--- src/rtl/sc_mir_buffer.sv ---
// sc_mir_buffer
// -----------------------------------------------------------------------------
// Microinstruction register with a two-entry skid buffer. It sits between the
// control store and the datapath, so the control unit can keep fetching while
// the datapath stalls. It also counts issued microwords and, optionally, checks
// the parity of every incoming word.
//
// Optional feature macro: SC_MIRBUF_PARITY_EN
//   defined   - each accepted word is checked for even parity. A bad word is
//               stored as an all-zero NOP, still marked valid, and the sticky
//               ParityErr flag is set until reset.
//   undefined - parity_In is ignored and ParityErr_Out is tied to 0.
//
// Handshake:
//   The control-store side uses valid/ready. A word transfers on a rising edge
//   where valid_In and ready_Out are both 1. ready_Out comes from a register
//   only (it is NOT skid_valid), so it never depends on valid_In or hold in the
//   same cycle. While valid_In is high, data_InBUS and parity_In must be stable.
//   The datapath side consumes the word on OUT on every edge where valid_Out=1
//   and hold_InHigh=0.
//
// Ports:
//   SC_MIRBUF_CLOCK_50          clock, all state changes on its rising edge
//   SC_MIRBUF_RESET_InHigh      synchronous active-high reset (beats flush)
//   SC_MIRBUF_clear_InLow       synchronous active-low flush of both entries
//   SC_MIRBUF_data_InBUS        microword from the control store
//   SC_MIRBUF_parity_In         even-parity bit over data_InBUS
//   SC_MIRBUF_valid_In          data_InBUS is valid
//   SC_MIRBUF_ready_Out         buffer can accept a microword
//   SC_MIRBUF_hold_InHigh       datapath stall, the OUT word is not consumed
//   SC_MIRBUF_valid_Out         field outputs hold a live microword
//   SC_MIRBUF_*_Out/_OutBUS     microword fields. All are zero when valid_Out=0
//   SC_MIRBUF_IssueCount_OutBUS number of consumed microwords, wraps
//   SC_MIRBUF_ParityErr_Out     sticky parity-error flag
// -----------------------------------------------------------------------------
module sc_mir_buffer #(
    parameter int REG_AW  = 6,
    parameter int ALU_W   = 4,
    parameter int COND_W  = 3,
    parameter int JADDR_W = 11,
    parameter int CNT_W   = 16,
    localparam int MIR_DATAWIDTH = 3*REG_AW + ALU_W + COND_W + JADDR_W + 5
) (
    input  logic                     SC_MIRBUF_CLOCK_50,
    input  logic                     SC_MIRBUF_RESET_InHigh,
    input  logic                     SC_MIRBUF_clear_InLow,
    input  logic [MIR_DATAWIDTH-1:0] SC_MIRBUF_data_InBUS,
    input  logic                     SC_MIRBUF_parity_In,
    input  logic                     SC_MIRBUF_valid_In,
    output logic                     SC_MIRBUF_ready_Out,
    input  logic                     SC_MIRBUF_hold_InHigh,
    output logic                     SC_MIRBUF_valid_Out,
    output logic [REG_AW-1:0]        SC_MIRBUF_A_OutBUS,
    output logic                     SC_MIRBUF_AMUX_Out,
    output logic [REG_AW-1:0]        SC_MIRBUF_B_OutBUS,
    output logic                     SC_MIRBUF_BMUX_Out,
    output logic [REG_AW-1:0]        SC_MIRBUF_C_OutBUS,
    output logic                     SC_MIRBUF_CMUX_Out,
    output logic                     SC_MIRBUF_Read_Out,
    output logic                     SC_MIRBUF_Write_Out,
    output logic [ALU_W-1:0]         SC_MIRBUF_ALU_OutBUS,
    output logic [COND_W-1:0]        SC_MIRBUF_Cond_OutBUS,
    output logic [JADDR_W-1:0]       SC_MIRBUF_JumpAddr_OutBUS,
    output logic [CNT_W-1:0]         SC_MIRBUF_IssueCount_OutBUS,
    output logic                     SC_MIRBUF_ParityErr_Out
);

    // Field positions, packed MSB to LSB:
    // A, AMUX, B, BMUX, C, CMUX, Read, Write, ALU, Cond, JumpAddr
    localparam int JADDR_LSB = 0;
    localparam int COND_LSB  = JADDR_LSB + JADDR_W;
    localparam int ALU_LSB   = COND_LSB + COND_W;
    localparam int WRITE_BIT = ALU_LSB + ALU_W;
    localparam int READ_BIT  = WRITE_BIT + 1;
    localparam int CMUX_BIT  = READ_BIT + 1;
    localparam int C_LSB     = CMUX_BIT + 1;
    localparam int BMUX_BIT  = C_LSB + REG_AW;
    localparam int B_LSB     = BMUX_BIT + 1;
    localparam int AMUX_BIT  = B_LSB + REG_AW;
    localparam int A_LSB     = AMUX_BIT + 1;

    logic [MIR_DATAWIDTH-1:0] outData;
    logic                     outValid;
    logic [MIR_DATAWIDTH-1:0] skidData;
    logic                     skidValid;
    logic [CNT_W-1:0]         issueCount;

    logic                     accept;
    logic                     consume;
    logic                     outAdvance;
    logic [MIR_DATAWIDTH-1:0] storeWord;
    logic                     parityBad;

    assign SC_MIRBUF_ready_Out = ~skidValid;
    assign accept     = SC_MIRBUF_valid_In & ~skidValid;
    assign consume    = outValid & ~SC_MIRBUF_hold_InHigh;
    assign outAdvance = ~outValid | consume;

`ifdef SC_MIRBUF_PARITY_EN
    logic parityErr;

    // Even parity: the parity bit XOR all data bits must be 0.
    assign parityBad = SC_MIRBUF_parity_In ^ (^SC_MIRBUF_data_InBUS);
    // A corrupted word becomes a NOP, but it still flows through the handshake.
    assign storeWord = parityBad ? '0 : SC_MIRBUF_data_InBUS;
    assign SC_MIRBUF_ParityErr_Out = parityErr;

    always_ff @(posedge SC_MIRBUF_CLOCK_50) begin
        if (SC_MIRBUF_RESET_InHigh) begin
            parityErr <= 1'b0;
        end else if (SC_MIRBUF_clear_InLow && accept && parityBad) begin
            parityErr <= 1'b1;
        end
    end
`else
    logic unusedParity;

    assign unusedParity = SC_MIRBUF_parity_In;
    assign parityBad    = 1'b0;
    assign storeWord    = SC_MIRBUF_data_InBUS;
    assign SC_MIRBUF_ParityErr_Out = 1'b0;
`endif

    always_ff @(posedge SC_MIRBUF_CLOCK_50) begin
        if (SC_MIRBUF_RESET_InHigh) begin
            outData    <= '0;
            outValid   <= 1'b0;
            skidData   <= '0;
            skidValid  <= 1'b0;
            issueCount <= '0;
        end else if (!SC_MIRBUF_clear_InLow) begin
            // Flush drops both entries and any offered word. The count is kept.
            outData   <= '0;
            outValid  <= 1'b0;
            skidData  <= '0;
            skidValid <= 1'b0;
        end else begin
            if (consume) begin
                issueCount <= issueCount + CNT_W'(1);
            end
            if (outAdvance) begin
                if (skidValid) begin
                    // ready_Out is low here, so accept cannot also be 1.
                    outData   <= skidData;
                    outValid  <= 1'b1;
                    skidData  <= '0;
                    skidValid <= 1'b0;
                end else if (accept) begin
                    outData  <= storeWord;
                    outValid <= 1'b1;
                end else begin
                    // Zero the data so a dead slot never drives Read/Write.
                    outData  <= '0;
                    outValid <= 1'b0;
                end
            end else if (accept) begin
                skidData  <= storeWord;
                skidValid <= 1'b1;
            end
        end
    end

    assign SC_MIRBUF_valid_Out         = outValid;
    assign SC_MIRBUF_A_OutBUS          = outData[A_LSB +: REG_AW];
    assign SC_MIRBUF_AMUX_Out          = outData[AMUX_BIT];
    assign SC_MIRBUF_B_OutBUS          = outData[B_LSB +: REG_AW];
    assign SC_MIRBUF_BMUX_Out          = outData[BMUX_BIT];
    assign SC_MIRBUF_C_OutBUS          = outData[C_LSB +: REG_AW];
    assign SC_MIRBUF_CMUX_Out          = outData[CMUX_BIT];
    assign SC_MIRBUF_Read_Out          = outData[READ_BIT];
    assign SC_MIRBUF_Write_Out         = outData[WRITE_BIT];
    assign SC_MIRBUF_ALU_OutBUS        = outData[ALU_LSB +: ALU_W];
    assign SC_MIRBUF_Cond_OutBUS       = outData[COND_LSB +: COND_W];
    assign SC_MIRBUF_JumpAddr_OutBUS   = outData[JADDR_LSB +: JADDR_W];
    assign SC_MIRBUF_IssueCount_OutBUS = issueCount;

endmodule

--- config.mk ---
export PLATFORM = sky130hd
export DESIGN_NAME = sc_mir_buffer
export DESIGN_NICKNAME = d
export VERILOG_FILES = /design/src/rtl/sc_mir_buffer.sv
export SDC_FILE = /design/constraint.sdc
export NUM_CORES = 1
export LEC_CHECK = 0
export ABC_CLOCK_PERIOD_IN_PS = 3000
export CORE_MARGIN = 8
export CORE_UTILIZATION = 35
export CTS_CLUSTER_DIAMETER = 60
export DETAILED_ROUTE_END_ITERATION = 8
export PLACE_DENSITY = 0.58
export SYNTH_ARGS = -nofsm -noshare
export SYNTH_HDL_FRONTEND = slang
export SYNTH_SLANG_ARGS = --single-unit
--- constraint.sdc ---
create_clock -name SC_MIRBUF_CLOCK_50 -period 3 [get_ports SC_MIRBUF_CLOCK_50]
set_input_delay 0.6 -clock SC_MIRBUF_CLOCK_50 [delete_from_list [all_inputs] [get_ports SC_MIRBUF_CLOCK_50]]
set_output_delay 0.6 -clock SC_MIRBUF_CLOCK_50 [all_outputs]
set_load 0.05 [all_outputs]
# After elaboration in Yosys (flattened, before gate mapping)

Index checks and enable logic that the tools add are counted.

Register bits after elaboration: 100
Input port bits: 47
Output and inout bits: 60

$add $sub $neg: 1
Eq/ne operators: 1
Muxes and demuxes: 7
Bitwise operators: 7
Reduce and logical (&&, ||, !) cells: 5

Operators by type and width:

| operator                                                        | count |
|---|---|
| 41-bit 2-to-1 mux                                               | 5 |
| 16-bit by 1-bit adder with 16-bit output, second input constant | 1 |
| 1-bit NOT                                                       | 4 |
| 2-bit AND reduction                                             | 2 |
| 3-bit OR reduction                                              | 1 |
| 1-bit AND                                                       | 2 |
| 1-bit 2-to-1 mux                                                | 2 |
| 2-bit inequality test, second input constant                    | 1 |
| 2-bit nonzero test                                              | 1 |
| 2-bit OR reduction                                              | 1 |
| 1-bit OR                                                        | 1 |

# Longest topological paths before layout

Depth in word-level cells: 5
Mapped depth: 6
Mapped depth without buffers: 5

# Least setup slack after synthesis

OpenSTA, ideal clock, no wires.

Kind: register -> register
Start: reg issueCount[2], in the netlist SC_MIRBUF_IssueCount_OutBUS[2]
End: reg issueCount[15], in the netlist SC_MIRBUF_IssueCount_OutBUS[15]
Arrival time: 1.958 ns
Path slack: 0.972 ns
Stages on the path, launching flop included: 7
Cell sequence: dfxtp_1 buf_2 nand3_1 or2_1 buf_2 or4_1 a21oi_1

Longest elaborated chain between the ends: 1

RTL lines:

| element                                  | line | source |
|---|---|---|
| start: declaration                       | 86   | `logic [CNT_W-1:0] issueCount;` |
| start signal: assignment                 | 139  | `issueCount <= issueCount + CNT_W'(1);` |
| 16-bit by 1-bit adder with 16-bit output | 139  |  |

No other way between the ends.
A chain may end at the register's enable or synchronous reset.

# Worst setup path in the final report

Start: reg issueCount[7], in the netlist SC_MIRBUF_IssueCount_OutBUS[7]
End: out SC_MIRBUF_IssueCount_OutBUS[7]

RTL lines:

| element          | line | source |
|---|---|---|
| end: declaration | 64   | `output logic [CNT_W-1:0] SC_MIRBUF_IssueCount_OutBUS,` |

No word-level cell between the ends.

==> summary.md <==
| Metric | Value |
|---|---|
| I/O pins | `107` |
| Distinct cell type count after synthesis | `33` |
| IO buf count | `104` |
| Hold path start | `skidData[13]` |
| Core Area | `10700 µm²` |
| Fin util | `a little under half` |
| Vias in the first global route | `3375` |
| Crit path max-delay cell type | `clkdlybuf4s50_1` |
| Simple-gate share of the synthesized area | `16.6%` |
| Most used DFF post-synth | `dfxtp_1` |
| Outcome | `finished, final reports clean` |
| Max Clock Freq | `~440 MHz` |
| Cell Area, Synth | `3770 µm²` |
| GP Congestion | `0.770` |
| Critical path origin | `SC_MIRBUF_IssueCount_OutBUS[7]` |
| Largest net degree at the start of global routing | `46` |
| Depth of the CTS H-tree | `3` |
| EDFF count, synth | `0` |
| # diodes | `0` |
| Chip Height | `120 µm` |
| Crit path required time | `2.40 ns` |
| Sequential cell area fraction in the yosys report | `~53%` |
| Total CTS buffers | `9` |
| Critical Path Sink Type | `output port` |
| Tcrit/Tclk final | `74.9%` |
| Drt initial violations | `361` |
| Post-route setup TNS | `0 ns` |
| Residual DRC | `0` |
| WP data arrival | `1.65 ns` |
| Peak supply drop | `0.216 mV` |
| # nets final | `515` |
| Clk_lat worst skew | `between 0.3 and 0.4 ns` |
| Area share of the largest cell type after synthesis | `between 50 and 60%` |
| Pwr dens | `493 nW/µm²` |
| Routed wire length | `approximately 11000 µm` |
| Yosys reg bits | `100` |
| Total grt overflow | `0` |
| Skew final | `0.0165 ns` |
| FFs w/ async S/R, synth | `0%` |
| Largest area contributor in the netlist | `dfxtp_1` |
| Worst-path cell chain | `clkdlybuf4s50_1` |
| First-pass GRT wire length | `18000 µm` |
| Syn Nets | `430` |
| CTS tree | `done` |
| RSZ-0062 raised after global routing | `false` |
| Adder-cell area share of the yosys netlist | `less than 1%` |
| Largest family of logic cells by synthesized area | `compound AO/OA/AOI/OAI gates` |
| Relative slew slack | `64.2%` |
| Post-synthesis xor/xnor area fraction | `2.32%` |
| Post-Syn Area per Cell | `9.88 µm²` |
| Setup violators final | `0` |
| Starting density of the core | `35.3%` |
| Bufs on Longest Clock Path | `2` |
| Syn Inst Count | `382` |
| Initial antenna violation count | `0` |
| DR vias/cell | `5.49` |
| Max-cap check violation count | `0` |
| Post-cts resize count | `0` |
| Crit start category | `register` |
| Complex-gate fraction of the synthesized area | `roughly 22%` |
| DRT Pass-1 Iters | `7` |
| Full die area | `14400 µm²` |
| Worst r2r src | `SC_MIRBUF_valid_Out` |
| Sink Count | `100` |
| DRT met1 WL | `4940 µm` |
| Hold slack | `0.481 ns` |
| Most frequent cells in the layout | `clkdlybuf4s50_1, dfxtp_1, nor2_1` |
| Slew @ Worst Pin | `around 0.54 ns` |
| Die Width | `120 µm` |
| Hold Path Class | `reg2reg` |
| Top layer reached by signal wires | `met4` |
| Max Slew Vio Count | `0` |
| Minimum clock period | `2.25 ns` |
| Pleak | `1.90 nW` |
| Post-synthesis mux area share | `less than 1%` |
| Synth-to-layout area growth | `35.7%` |
| Ys Warns | `0` |
| Dpl cells | `596` |
| Top delay family on crit path | `buffers and inverters` |
| Worst Path Max Fanout | `6` |
| CTS root buffer | `clkbuf_8` |
| Fin. Hold Viols | `0` |
| Final Power | `2.52 mW` |
| Met2 WL | `5080 µm` |
| Clock Pin Slew Worst Setup and Hold Paths | `roughly 0.10 ns` |
| Row Count | `38` |
| DP HPWL | `6980 µm` |
| Post-CTS Hold Fix Bufs | `0` |
| Slowest stage delay, CP | `0.84 ns` |
| Final ANT Viol Nets | `0` |
| GRT Overall Usage | `15.3%` |
| Vias | `3356` |
| Critical path buffer and inverter count | `1` |
| Met3 wire len | `slightly below 800 µm` |
| Fraction of layout cells with a size suffix above 1 | `7.64%` |
| Critical path class | `reg2out` |
| Commonest non-fill, non-tap cell in the layout | `clkdlybuf4s50_1` |
| Final Non-Filler Cells | `611` |
| Post-CTS setup repair buffer count | `0` |
| Area contributors post-synth | `dfxtp_1, a222oi_1, a22o_1, nor3_1, nor2_1` |
| Wire per inst | `17.8 µm` |
[registers in the layout (all words and copies together), names as in the netlist]
register                     flops
SC_MIRBUF_IssueCount_OutBUS     16
skidData                        41
SC_MIRBUF_valid_Out              1
outData                         41
skidValid                        1
[final cells by class]
type,count,area [µm²]
Clock inverter,5,62.6
Clock buffer,10,128
Timing Repair Buffer,117,1130
Sequential cell,100,2000
Inverter,2,7.51
Fill cell,1035,5580
Tap cell,140,175
Multi-Input combinational cell,237,1610
[kinds of logic (layout without fill, tap and decap cells)]
family                     count (synthesis)  count (layout)
DFF                                      100             100
and+or+nand+nor                          130             130
adders and majority gates                  1               1
buffers and inverters                     45             134
xor gates and xnor gates                  10              10
muxes                                      1               1
other                                      1               1
AOI/OAI and AO/OA                         94              94
[final timing paths]
kind / cells after the start / slack, ns / end
max: 1 / 0.75 / SC_MIRBUF_IssueCount_OutBUS[7]
min reg2reg: 1 / 0.48 / skidData[13]
min: 1 / 0.48 / skidData[13]
max reg2reg: 5 / 0.99 / SC_MIRBUF_IssueCount_OutBUS[15]
[synth_stat cells (3+ instances only)]
master,number
nor3_1,45
xor2_1,5
a21oi_1,6
dfxtp_1,100
or3_1,3
o21ai_0,3
and3_1,3
nand2_1,5
a22o_1,41
nor2_1,54
clkbuf_1,29
nand4_1,5
nand3_1,5
buf_2,11
a222oi_1,41
xnor2_1,5
[power by group]
part	internal (mW)	leakage [nW]	switching (mW)	total (mW)
registers	1.35	0.810	0.0124	1.36
logic	0.130	0.998	0.184	0.314
clock network	0.386	0.0890	0.460	0.846
total	1.87	1.90	0.657	2.52
[metal layers]
metal	up-vias	global-route usage [%]
met5	-	0
met4	0	5.39
met3	5	4.56
met2	111	23.7
met1	1613	19.8
li1	1627	-
[stage by stage]
step / instance area, µm² / worst slack (ns)
floorplan: 3770 / 0.972
global placement: 4930 / 0.646
detailed placement: 4930 / 0.633
CTS: 5120 / 0.717
global route: 5120 / 0.669
finish: 5120 / 0.752
(Power assumes the default switching activity.)
